[config.mk]
export PLATFORM = sky130hd
export DESIGN_NAME = nibble_serial_subtractor
export DESIGN_NICKNAME = d
export VERILOG_FILES = /design/src/rtl/nibble_serial_subtractor.sv
export SDC_FILE = /design/constraint.sdc
export NUM_CORES = 1
export LEC_CHECK = 0
export CAP_MARGIN = 20
export CORE_MARGIN = 5
export CORE_UTILIZATION = 45
export DETAILED_ROUTE_END_ITERATION = 10
export DONT_BUFFER_PORTS = 1
export HOLD_SLACK_MARGIN = 0.1
export PLACE_DENSITY_LB_ADDON = 0.05
export SYNTH_ARGS = -nofsm -noshare
export SYNTH_HDL_FRONTEND = slang
export SYNTH_SLANG_ARGS = --single-unit
[constraint.sdc]
create_clock -name clk -period 3.65 [get_ports clk]
set_clock_uncertainty 0.1 [all_clocks]
set_input_delay 0.73 -clock clk [delete_from_list [all_inputs] [get_ports clk]]
set_output_delay 0.73 -clock clk [all_outputs]
set_load 0.005 [all_outputs]
[src/rtl/nibble_serial_subtractor.sv]
// Bit-serial-by-nibble subtractor: diff = a - b - bin, one 4-bit nibble per clock, LSB first.
// Optional signed-overflow output ovf is enabled by defining NIBBLE_SUB_OVERFLOW_EN.
module nibble_serial_subtractor #(
    parameter int NIBBLES = 4
) (
    input  logic                 clk,
    input  logic                 rst,
    input  logic                 in_valid,
    output logic                 in_ready,
    input  logic [4*NIBBLES-1:0] a,
    input  logic [4*NIBBLES-1:0] b,
    input  logic                 bin,
    output logic                 out_valid,
    input  logic                 out_ready,
    output logic [4*NIBBLES-1:0] diff,
`ifdef NIBBLE_SUB_OVERFLOW_EN
    output logic                 ovf,
`endif
    output logic                 bout
);
    localparam int W     = 4 * NIBBLES;
    localparam int IDX_W = (NIBBLES > 1) ? $clog2(NIBBLES) : 1;
    localparam logic [IDX_W-1:0] LAST_IDX = IDX_W'(NIBBLES - 1);

    typedef enum logic [1:0] {IDLE, CALC, DONE} state_t;

    state_t           state_reg, state_next;
    logic [W-1:0]     a_reg, b_inv_reg, diff_reg;
    logic             carry_reg, bout_reg;
    logic [IDX_W-1:0] idx_reg;

    logic [3:0] a_nibs [NIBBLES];
    logic [3:0] b_nibs [NIBBLES];
    logic [3:0] a_nib, b_nib, prop;
    logic [4:0] ripple;
    logic       carry_out;

    genvar gi;
    generate
        for (gi = 0; gi < NIBBLES; gi++) begin : g_nib
            assign a_nibs[gi] = a_reg[4*gi +: 4];
            assign b_nibs[gi] = b_inv_reg[4*gi +: 4];
        end
    endgenerate

    assign a_nib  = a_nibs[idx_reg];
    assign b_nib  = b_nibs[idx_reg];
    assign prop   = a_nib ^ b_nib;
    assign ripple = {1'b0, a_nib} + {1'b0, b_nib} + {4'b0000, carry_reg};
    // Carry-skip: a fully propagating nibble passes its carry-in straight through.
    assign carry_out = (&prop) ? carry_reg : ripple[4];

    always_ff @(posedge clk or posedge rst) begin
        if (rst) begin
            state_reg <= IDLE;
        end else begin
            state_reg <= state_next;
        end
    end

    always_comb begin
        state_next = state_reg;
        in_ready   = 1'b0;
        out_valid  = 1'b0;
        case (state_reg)
            IDLE: begin
                in_ready = 1'b1;
                if (in_valid) state_next = CALC;
            end
            CALC: begin
                if (idx_reg == LAST_IDX) state_next = DONE;
            end
            DONE: begin
                out_valid = 1'b1;
                if (out_ready) state_next = IDLE;
            end
            default: state_next = IDLE;
        endcase
    end

`ifdef NIBBLE_SUB_OVERFLOW_EN
    logic ovf_reg;
    assign ovf = ovf_reg;
`endif

    always_ff @(posedge clk or posedge rst) begin
        if (rst) begin
            a_reg     <= '0;
            b_inv_reg <= '0;
            diff_reg  <= '0;
            carry_reg <= 1'b0;
            bout_reg  <= 1'b0;
            idx_reg   <= '0;
`ifdef NIBBLE_SUB_OVERFLOW_EN
            ovf_reg   <= 1'b0;
`endif
        end else begin
            case (state_reg)
                IDLE: begin
                    if (in_valid) begin
                        a_reg     <= a;
                        b_inv_reg <= ~b;
                        carry_reg <= ~bin;
                        idx_reg   <= '0;
                    end
                end
                CALC: begin
                    for (int i = 0; i < NIBBLES; i++) begin
                        if (idx_reg == IDX_W'(i)) diff_reg[4*i +: 4] <= ripple[3:0];
                    end
                    carry_reg <= carry_out;
                    idx_reg   <= idx_reg + 1'b1;
                    if (idx_reg == LAST_IDX) begin
                        idx_reg  <= '0;
                        bout_reg <= ~carry_out;
`ifdef NIBBLE_SUB_OVERFLOW_EN
                        // Last nibble's sum bit 3 is the result sign bit.
                        ovf_reg  <= (a_reg[W-1] ^ ~b_inv_reg[W-1]) & (ripple[3] ^ a_reg[W-1]);
`endif
                    end
                end
                default: ;
            endcase
        end
    end

    assign diff = diff_reg;
    assign bout = bout_reg;
endmodule

-- Word level (Yosys, flattened, before mapping)
Index checks and enable logic that the tools add are counted.
- equal/unequal tests: 8
- bitwise gates (word level): 5
- mux-type cells: 18
- magnitude comparators: 1
- add/subtract/negate cells: 3
- reduce and logical (&&, ||, !) cells: 11
- operators with widths (operator ; number):
    $bmux W4 S2 ; 2
    $mux W4 ; 4
    $not A16 Y16 ; 1
    $reduce_and A2 Y1 ; 6
    $mux W2 ; 5
    $eq A2 B2 Y1 const B ; 3
    $ne A2 B2 Y1 const B ; 3
    $pmux W2 S3 ; 1
    $add A4 B4 Y5 ; 1
    $add A5 B1 Y5 ; 1
    $eq A2 B1 Y1 const B ; 2
    $logic_not A2 Y1 ; 2
    $mux W1 ; 4
    $pmux W2 S2 ; 1
    $reduce_and A4 Y1 ; 1
    $xor A4 B4 Y4 ; 1
    $ge A3 B3 Y1 const B ; 1
    $not A2 Y3 ; 1
    $reduce_and A3 Y1 ; 1
    $add A2 B1 Y2 const B ; 1
    $not A1 Y1 ; 2
    $pmux W1 S2 ; 1
    $reduce_bool A2 Y1 ; 1
- register bits: 54
- output and inout port bits: 19
- logic and storage cells: 56

-- Logic depth before layout (Yosys ltp)
Gate-level depths: netlist of the first run.
- depth after elaboration: 8
- mapped depth: 9
- mapped depth without buffers: 8

-- Worst setup path before layout of the first run
No wires, ideal clock.
- path type: flip-flop to flip-flop
- start point: register idx_reg[0]
- end point: register bout_reg (netlist: bout)
- path slack: 0.942 ns
- cell stages (with the launch flop): 10
- path buffers: 1
- library setup time: 0.128 ns
- arrival: 2.480 ns
- data required time: 3.422 ns
- cell sequence: dfrtp_1 > buf_4 > mux4_2 > inv_1 > fa_1 > fa_1 > nand2b_1 > a21oi_1 > mux2i_1 > mux2_1
- cells in the longest elaborated chain, start to end: 8
- RTL lines (item ; RTL line ; text):
    from (decl) ; 30 ; logic [IDX_W-1:0] idx_reg;
    from (signal assigned) ; 112 ; idx_reg <= idx_reg + 1'b1;
    $not A2 Y3 (not written as such) ; 46, 47 ;
    $bmux W4 S2 (on tied branches) ; 46, 47 ;
    $mux W4 (on tied branches) (2 in a row) ; 46, 47 ;
    $add A4 B4 Y5 / $xor A4 B4 Y4 (equally long branches) ; 49, 48 ;
    $add A5 B1 Y5 / $reduce_and A4 Y1 (equally long branches) ; 49, 51 ;
    $mux W1 ; 51 ; assign carry_out = (&prop) ? carry_reg : ripple[4];
    $not A1 Y1 ; 115 ; bout_reg <= ~carry_out;
    to (signal assigned) ; 115 ;
    to (decl) ; 29 ; logic carry_reg, bout_reg;
Several ways; a longest one is shown, not always the timed one. The select of a mux whose other input is x is not followed.
A chain may end at the register's enable or synchronous reset.

-- Worst setup path after layout of the first run
Same ends and word-level chain as after synthesis.

==> impl_metrics.ini, run 1 <==
[global_route]
grt_pass1_vias = 1540
grt_max_degree = 55
grt-ovfl-total = 0
track_usage = 0.141
grt_pass1_wl_mm = 7.85
use_met3 = 0.0525
met1_usage = 0.176
grt_antenna_before_repair = 0
top_usage_layer = met2
gr-usage-met2 = 0.228

[critical_path]
cp-end-kind = flop
crit_fanout = 9
cpMaxStageDelayCell = dfrtp_1
cp_cell_sequence = mux4_2 > inv_1 > fa_1 > fa_1 > nand2b_1 > a21oi_1 > mux2i_1 > mux2_1
cp.arrival_ns = 2.94
r2r-start = idx_reg[0]
startpoint_type = flop
r2r_slack_ns = 0.81
reg2reg_depth = 8
path_common_cell = fa_1
max_stage_delay_ns = 0.54
critPathKind = reg -> reg
r2r_end = bout
critPathRequiredTime_ns = 3.74

[yosys]
yosysUniqueCellTypes = 30
postSynth.asyncResetShare = 1.00
syn_avg_cell_area_um2 = 12.1
yosysWarnings = 0
yosys_register_bits = 54
netlist_instances = 200
synth_edf_count = 0
synth_area_mm2 = 0.00242
syn-num-nets = 247
yosys_most_used_dff = dfrtp_1
synth_seq_area_share = 0.558

[floorplan]
die_h_um = 83.3
initial_utilization = 0.468
num_io_pins = 56
design.core.area_mm2 = 0.00517
placementRows = 26
die_w_um = 83.3
dieArea_mm2 = 0.00694

[placement]
place_congestion = 0.827
io_buffer_count = 0
hpwl_mm = 3.48
placed_area_mm2 = 0.00247

[finish]
fillers = 451
drive_gt1_frac = 0.149
final_area_mm2 = 0.00259
synthToLayoutAreaGrowth_pct = 7.14
diodes = 0
fin_nets = 248

[drt]
ant_nets = 0
vias_per_cell = 5.29
first_pass_iters = 4
vias = 1438
wirelength_mm = 4.53
drt_iter0_markers = 76
wl_per_cell_um = 16.6
drcViolationCount = 0

[clock_network]
cts_sinks = 54
cts_tree = yes
numCtsBuffers = 5
cts_root_buf = clkbuf_8
cts_resized = 0
clk_pin_slew_ns = 0.09
h-tree-depth = 2
ctsHoldBuffers = 0
postCtsSetupRepairBufs = 0
clockBufferDepth = 2
clk_latency_ns = 0.31

[sta]
setup_viol = 0
tns_ns = 0
fmax_mhz = 352
hold_viol = 0
max_slew_margin = 0.417
grt_setup_unrepaired = false
fin_crit_sh = 0.778
worst_pin_slew_ns = 0.871
finalCriticalPeriod_ns = 2.84
drv_slew = 0

[worst_hold_path]
hp-class = in -> async

[power]
power.leakage_uw = 0.00117
ir_drop_mv = 0.380
p_per_area_mw_per_mm2 = 1080

[run]
max-cap-violations = 0

[run_status]
status = completed
## worst max-delay path by stage
stage / startpoint / endpoint / slack, ns / cells past startpoint
floorplan: idx_reg[0] / bout / 0.94 / 9
global placement: idx_reg[0] / bout / 0.90 / 8
detailed placement: idx_reg[0] / bout / 0.80 / 8
CTS: idx_reg[0] / bout / 0.79 / 8
global route: idx_reg[1] / bout / 0.64 / 8
finish: idx_reg[0] / bout / 0.81 / 8
## metal layers
metal	routed length, um	vias up
met1	1930	705
li1	-	691
met4	59	0
met2	2250	36
met3	289	6
met5	0	-
## synth_stat cells (2+ instances only)
library cell	number	share of area
mux2_1	14	0.065
nand3_1	4	0.0083
o21ai_0	30	0.062
o21ai_1	4	0.0083
mux4_2	8	0.074
nand2b_1	3	0.0078
mux2_2	3	0.014
buf_4	2	0.0062
nor2_1	2	0.0031
nand2_1	38	0.059
fa_1	2	0.017
dfrtp_1	54	0.56
inv_1	7	0.011
clkbuf_1	3	0.0047
ha_1	8	0.041
buf_2	2	0.0041
inv_2	2	0.0031
nand2_2	2	0.0052
## metrics by stage
step | instances | total power [uW] | hold slack [ns] | utilization | setup slack (ns)
CTS | 271 | 2840 | 0.388 | 0.497 | 0.790
global placement | 263 | 2410 | 0.372 | 0.477 | 0.903
floorplan | 200 | 2130 | 0.345 | - | 0.942
finish | 272 | 2800 | 0.263 | 0.501 | 0.809
detailed placement | 263 | 2470 | 0.365 | 0.477 | 0.804
global route | 272 | 3060 | 0.300 | 0.501 | 0.638
## cell usage in the layout (no fill, tap or decap), drive strengths merged
| cell | netlist | layout |
|---|---|---|
| mux2i | 1 | 1 |
| ha | 8 | 8 |
| mux4 | 8 | 8 |
| o31ai | 1 | 1 |
| nand4 | 1 | 1 |
| mux2 | 17 | 17 |
| a21oi | 1 | 1 |
| dfrtp | 54 | 54 |
| clkinv | 0 | 1 |
| buf | 5 | 2 |
| nor2b | 2 | 2 |
| clkbuf | 3 | 7 |
| nand2 | 40 | 40 |
| o311ai | 1 | 1 |
| inv | 9 | 9 |
| nand2b | 3 | 3 |
| fa | 2 | 2 |
| xor2 | 2 | 2 |
| nor2 | 3 | 3 |
| nand3 | 4 | 4 |
| o21ai | 34 | 34 |
| a221oi | 1 | 1 |
## logic make-up after synthesis
| kind of cell | synth area share |
|---|---|
| flip-flops | 0.558 |
| AND/OR/NAND/NOR | 0.0967 |
| AO/OA/AOI/OAI | 0.0853 |
| XOR/XNOR | 0.0103 |
| adder cells (fa/ha/maj) | 0.0579 |
| multiplexers | 0.158 |
| buffers and inverters | 0.0336 |
## critical path, delay by kind of cell (launching register included)
family	cells	cell delay, ns
adders and majority gates	2	0.89
muxes	3	0.81
DFF	1	0.54
buffers and inverters	1	0.06
and+or+nand+nor	1	0.16
AOI/OAI and AO/OA	1	0.17
## power by group
group	internal, uW	total, uW	switching, uW	leakage, uW
clock network	174	365	190	0.0000544
registers	894	1110	220	0.000661
logic	593	1320	726	0.000451
total	1660	2800	1140	0.00117
## cell type report
| class | instances | area (um^2) | share of cell area |
|---|---|---|---|
| sequential | 54 | 1350 | 0.521 |
| clock buffer | 7 | 96.3 | 0.0372 |
| multi-input combinational | 129 | 987 | 0.381 |
| inverter | 9 | 33.8 | 0.0130 |
| tap | 70 | 87.6 | 0.0338 |
| clock inverter | 1 | 8.76 | 0.00338 |
| timing repair buffer | 2 | 27.5 | 0.0106 |
(Power assumes the default switching activity.)
==> inputs of run 2 (changes only) <==
--- a/config.mk
+++ b/config.mk
@@ -5,6 +5,7 @@
 export SDC_FILE = /design/constraint.sdc
 export NUM_CORES = 1
 export LEC_CHECK = 0
+export ABC_AREA = 1
 export CAP_MARGIN = 20
 export CORE_MARGIN = 5
 export CORE_UTILIZATION = 45
==> constraint.sdc (replaced) <==
create_clock -name clk -period 2.85 [get_ports clk]
set_clock_uncertainty 0.1 [all_clocks]
set_input_delay 0.57 -clock clk [delete_from_list [all_inputs] [get_ports clk]]
set_output_delay 0.57 -clock clk [all_outputs]
set_load 0.005 [all_outputs]
==> run 2 against run 1 <==
Final cell count rose by 39%; combinational power grew 48%; via count up 31%; highest routed layer unchanged; critical path type unchanged; die area grew 8.9%; clock power is 11% higher; register-to-register slack worse by 0.43 ns.
==> impl_metrics.ini, run 2 <==
[yosys]
yosys_most_used_dff = dfrtp_1
synth_seq_area_share = 0.507
yosysWarnings = 0
synth_area_leaders = dfrtp_1 (51%), nand2_1 (16%), nand3_1 (6.2%)
synth_area_mm2 = 0.00267
yosys-top-cells-count = nand2_1 (114), dfrtp_1 (54), nand3_1 (33), o21ai_0 (17), o21ai_2 (16)
synth.most_common_cell = nand2_1
synth_edf_count = 0
yosysUniqueCellTypes = 24
synth_area_leader_cell = dfrtp_1
syn-num-nets = 350
syn_avg_cell_area_um2 = 8.80
netlist_instances = 303
postSynth.asyncResetShare = 1.00
yosysTopAreaCellShare = 0.507
yosys_register_bits = 54

[finish]
drive_gt1_frac = 0.126
final_common_cell = nand2_1
layout_common_cells = nand2_1 (114), dfrtp_1 (54), nand3_1 (33), o21ai_0 (17), o21ai_2 (16)
synthToLayoutAreaGrowth_pct = 4.69
fin_nets = 349
diodes = 0
fillers = 576
regArea_mm2 = 0.00135
multiInputGateArea_mm2 = 0.00115

[clock_network]
ctsHoldBuffers = 0
clk_latency_ns = 0.31
cts_root_buf = clkbuf_8
h-tree-depth = 2
cts_sinks = 54
cts_resized = 0
postCtsSetupRepairBufs = 0
numCtsBuffers = 5
cts_tree = yes
clk_pin_slew_ns = 0.10
clockBufferDepth = 2

[drt]
wl_per_cell_um = 14.3
ant_nets = 0
drcViolationCount = 0
vias_per_cell = 5.01
vias = 1887
first_pass_iters = 4
drt_iter0_markers = 100
wirelength_mm = 5.38

[critical_path]
critPathKind = reg -> reg
cp-end-kind = flop
reg2reg_depth = 9
startpoint_type = flop
critPathRequiredTime_ns = 3.00
cp.arrival_ns = 2.62
crit_fanout = 18

[run]
max-cap-violations = 0

[floorplan]
design.core.area_mm2 = 0.00585
initial_utilization = 0.456
die_h_um = 87.0
num_io_pins = 56
placementRows = 28
dieArea_mm2 = 0.00756
die_w_um = 87.0

[sta]
grt_setup_unrepaired = false
max_slew_margin = 0.594
setup_viol = 0
tns_ns = 0
fmax_mhz = 404
hold_viol = 0
fin_crit_sh = 0.868
finalCriticalPeriod_ns = 2.47
fin_hold_ws_ns = 0.0951
drv_slew = 0
worst_pin_slew_ns = 0.609

[power]
power.internal_uw = 2020
p_sw_uw = 1730
combPwrFrac = 0.520
switching_share = 0.462
ir_drop_mv = 0.457
p_per_area_mw_per_mm2 = 1340
p_clk_frac = 0.108
power.leakage_uw = 0.00143
pwr-share-seq = 0.372

[placement]
hpwl_mm = 4.02
place_congestion = 0.787
io_buffer_count = 0

[global_route]
grt-ovfl-total = 0
grt_max_degree = 54
grt_antenna_before_repair = 0
grt_pass1_vias = 1931
grt_pass1_wl_mm = 9.43
track_usage = 0.157

[run_status]
status = completed

[worst_hold_path]
hp-class = in -> async
[run 2: power groups by stage]
stage | sequential [uW] | combinational (uW) | clock (uW)
2_1_floorplan | 1330 | 1620 | 0
3_3_place_gp | 1420 | 1960 | 0
3_5_place_dp | 1410 | 1990 | 0
4_1_cts | 1400 | 1990 | 423
5_1_grt | 1440 | 2270 | 454
6_report | 1390 | 1950 | 405
[run 2: per-layer routing]
| metal | global-route usage | vias up | routed length (um) |
|---|---|---|---|
| met5 | 0 | - | 0 |
| met2 | 0.257 | 42 | 2600 |
| li1 | - | 969 | - |
| met1 | 0.206 | 870 | 2410 |
| met4 | 0.0382 | 0 | 57 |
| met3 | 0.0445 | 6 | 312 |
[run 2: final cells by class]
| type | instances | area share |
|---|---|---|
| Sequential cell | 54 | 0.484 |
| Multi-Input combinational cell | 219 | 0.412 |
| Tap cell | 75 | 0.0336 |
| Clock buffer | 6 | 0.0260 |
| Inverter | 18 | 0.0260 |
| Timing Repair Buffer | 4 | 0.0152 |
| Clock inverter | 1 | 0.00269 |
[run 2: kinds of logic (layout without fill, tap and decap cells)]
kind of cell             Yosys count  in the layout  share of synthesized area
AO/OA/AOI/OAI                     40             40                      0.100
XOR/XNOR                           1              1                    0.00329
adder cells (fa/ha/maj)           10             10                     0.0526
buffers and inverters             30             29                     0.0615
flip-flops                        54             54                      0.507
AND/OR/NAND/NOR                  168            168                      0.275
[run 2: path summary, 6_finish.rpt]
check,start,end,slack (ns)
setup / recovery,idx_reg[0],diff[6],0.38
hold / removal,rst,diff[14],0.1
setup reg to reg,idx_reg[0],diff[6],0.38
hold reg to reg,a_reg[9],a_reg[9],0.38
max in group asynchronous,rst,b_inv_reg[2],2.00
min in group clk,b[0],b_inv_reg[0],0.23
[run 2: stage by stage]
stage	setup WS [ns]	area (um^2)	utilization	total power (uW)	cells
after CTS	0.343	2790	0.477	3810	377
after global placement	0.437	2710	0.463	3370	370
after detailed placement	0.386	2710	0.463	3400	370
final	0.375	2790	0.477	3750	377
after floorplan	0.539	2670	-	2940	303
after global routing	0.136	2790	0.477	4170	377
[run 2: critical path, stage by stage, from the launching register on]
cell,delay [ns]
dfrtp_1,0.46
inv_2,0.25
nand2_1,0.08
nand3_1,0.07
nand2_1,0.10
fa_1,0.43
fa_1,0.43
xnor2_1,0.34
nand2_1,0.10
nand2_1,0.06
==> inputs of run 3 (changes only) <==
--- a/config.mk
+++ b/config.mk
@@ -8,7 +8,7 @@
 export ABC_AREA = 1
 export CAP_MARGIN = 20
 export CORE_MARGIN = 5
-export CORE_UTILIZATION = 45
+export CORE_UTILIZATION = 32
 export DETAILED_ROUTE_END_ITERATION = 10
 export DONT_BUFFER_PORTS = 1
 export HOLD_SLACK_MARGIN = 0.1
==> run 3 against run 2 <==
Combinational power rose by 2%; register-to-register slack lost 0.03 ns; global-route usage shrank 3.3 points; via count grew 0.58%; flip-flop and latch count unchanged; utilization decreased by 13 points; design area grew 2.5%; setup slack got worse by 0.028 ns; wire length grew 14%; critical path type unchanged; critical endpoint is now diff[14]; largest cell class unchanged.
==> impl_metrics.ini, run 3 (synthesized netlist as in run 2, its figures left out) <==
[floorplan]
num_io_pins = 56
die_w_um = 101
die_h_um = 101
initial_utilization = 0.326
placementRows = 33
design.core.area_mm2 = 0.00818
dieArea_mm2 = 0.0103

[finish]
final_area_mm2 = 0.00286
final_common_cell = nand2_1
drive_gt1_frac = 0.138
fillers = 874
fin_util = 0.350
fin_nets = 351
diodes = 0
layout_common_cells = nand2_1 (114), dfrtp_1 (54), nand3_1 (33), o21ai_0 (17), o21ai_2 (16)
synthToLayoutAreaGrowth_pct = 7.27

[sta]
drv_slew = 0
fin_crit_sh = 0.878
grt_setup_unrepaired = false
worst_pin_slew_ns = 0.710
setup_ws_ns = 0.347
finalCriticalPeriod_ns = 2.50
max_slew_margin = 0.527
fmax_mhz = 400
hold_viol = 0
setup_viol = 0
tns_ns = 0

[clock_network]
cts_root_buf = clkbuf_8
numCtsBuffers = 5
clk_latency_ns = 0.31
ctsHoldBuffers = 0
cts_sinks = 54
clk_pin_slew_ns = 0.10
cts_tree = yes
cts_resized = 0
postCtsSetupRepairBufs = 0
h-tree-depth = 2
clockBufferDepth = 2

[critical_path]
cp-end-kind = flop
path_common_cell = nand2_1
critPathKind = reg -> reg
critPathRequiredTime_ns = 3.00
crit_fanout = 12
cp.arrival_ns = 2.65
cp_cell_sequence = buf_4 > nand2_1 > nand3_1 > nand2_1 > fa_1 > fa_1 > xnor2_1 > nand2_1 > nand2_1
startpoint_type = flop
max_stage_delay_ns = 0.54
cpMaxStageDelayCell = dfrtp_1

[global_route]
track_usage = 0.124
grt-ovfl-total = 0
grt_pass1_wl_mm = 9.96
grt_antenna_before_repair = 0
grt_pass1_vias = 1947
grt_max_degree = 55

[drt]
drcViolationCount = 0
vias_per_cell = 4.63
wirelength_mm = 6.16
wl_per_cell_um = 15.0
first_pass_iters = 4
ant_nets = 0
vias = 1898
drt_iter0_markers = 70

[power]
p_per_area_mw_per_mm2 = 1370
ir_drop_mv = 0.426
power.leakage_uw = 0.00145
finalPower_uw = 3910

[placement]
hpwl_mm = 4.53
placed_area_mm2 = 0.00275
io_buffer_count = 0
place_congestion = 0.794
placement.setup.worst_slack_ns = 0.353

[run_status]
status = completed

[run]
max-cap-violations = 0

[worst_hold_path]
hp-class = in -> reg
## run 3: cell types whose count changed in the layout (fill, tap and decap cells not counted)
| cell | before | now |
|---|---|---|
| buf_4 | 3 | 6 |
| clkinv_2 | 0 | 2 |
| buf_12 | 1 | 0 |
| bufinv_16 | 0 | 1 |
| clkbuf_1 | 1 | 0 |
| clkinvlp_4 | 1 | 0 |
## run 3: final cells by class
class,instances,area [um^2],share of cell area
clock buffers,5,68.8,0.0241
inverters,18,72.6,0.0254
clock inverters,3,40.0,0.0140
flip-flops and latches,54,1350,0.472
repair buffers,6,45.0,0.0157
multi-input cells,219,1150,0.402
well taps,105,131,0.0459
## run 3: final timing paths
kind / to / from / slack (ns) / cells after the start
worst min-delay path: b_inv_reg[15] / b[15] / 0.22 / 1
max in group asynchronous: a_reg[11] / rst / 1.94 / 2
min in group asynchronous: diff[12] / rst / 0.23 / 2
worst min register to register: a_reg[8] / a_reg[8] / 0.38 / 2
worst max register to register: diff[14] / idx_reg[0] / 0.35 / 9
worst max-delay path: diff[14] / idx_reg[0] / 0.35 / 9
## run 3: power breakdown
group          switching (uW)  internal [uW]  total [uW]
logic                    1260            727        1990
registers                 274           1140        1410
clock network             257            259         516
## run 3: critical path, delay by kind of cell (launching register included)
| kind | cells | cell delay [ns] |
|---|---|---|
| AND/OR/NAND/NOR | 5 | 0.39 |
| XOR/XNOR | 1 | 0.34 |
| buffers and inverters | 1 | 0.25 |
| flip-flops | 1 | 0.54 |
| adder cells (fa/ha/maj) | 2 | 0.83 |
## run 3: stage by stage
step | std cells | hold WS, ns
floorplan | 303 | 0.337
global placement | 402 | 0.359
detailed placement | 402 | 0.362
CTS | 410 | 0.211
global route | 410 | 0.203
finish | 410 | 0.222
## run 3: layer usage
layer | share of wire | routed length [um] | global-route usage
met5 | 0 | 0 | 0
met4 | 0.010 | 63 | 0.0368
met3 | 0.055 | 337 | 0.0310
met2 | 0.47 | 2880 | 0.195
met1 | 0.47 | 2880 | 0.169
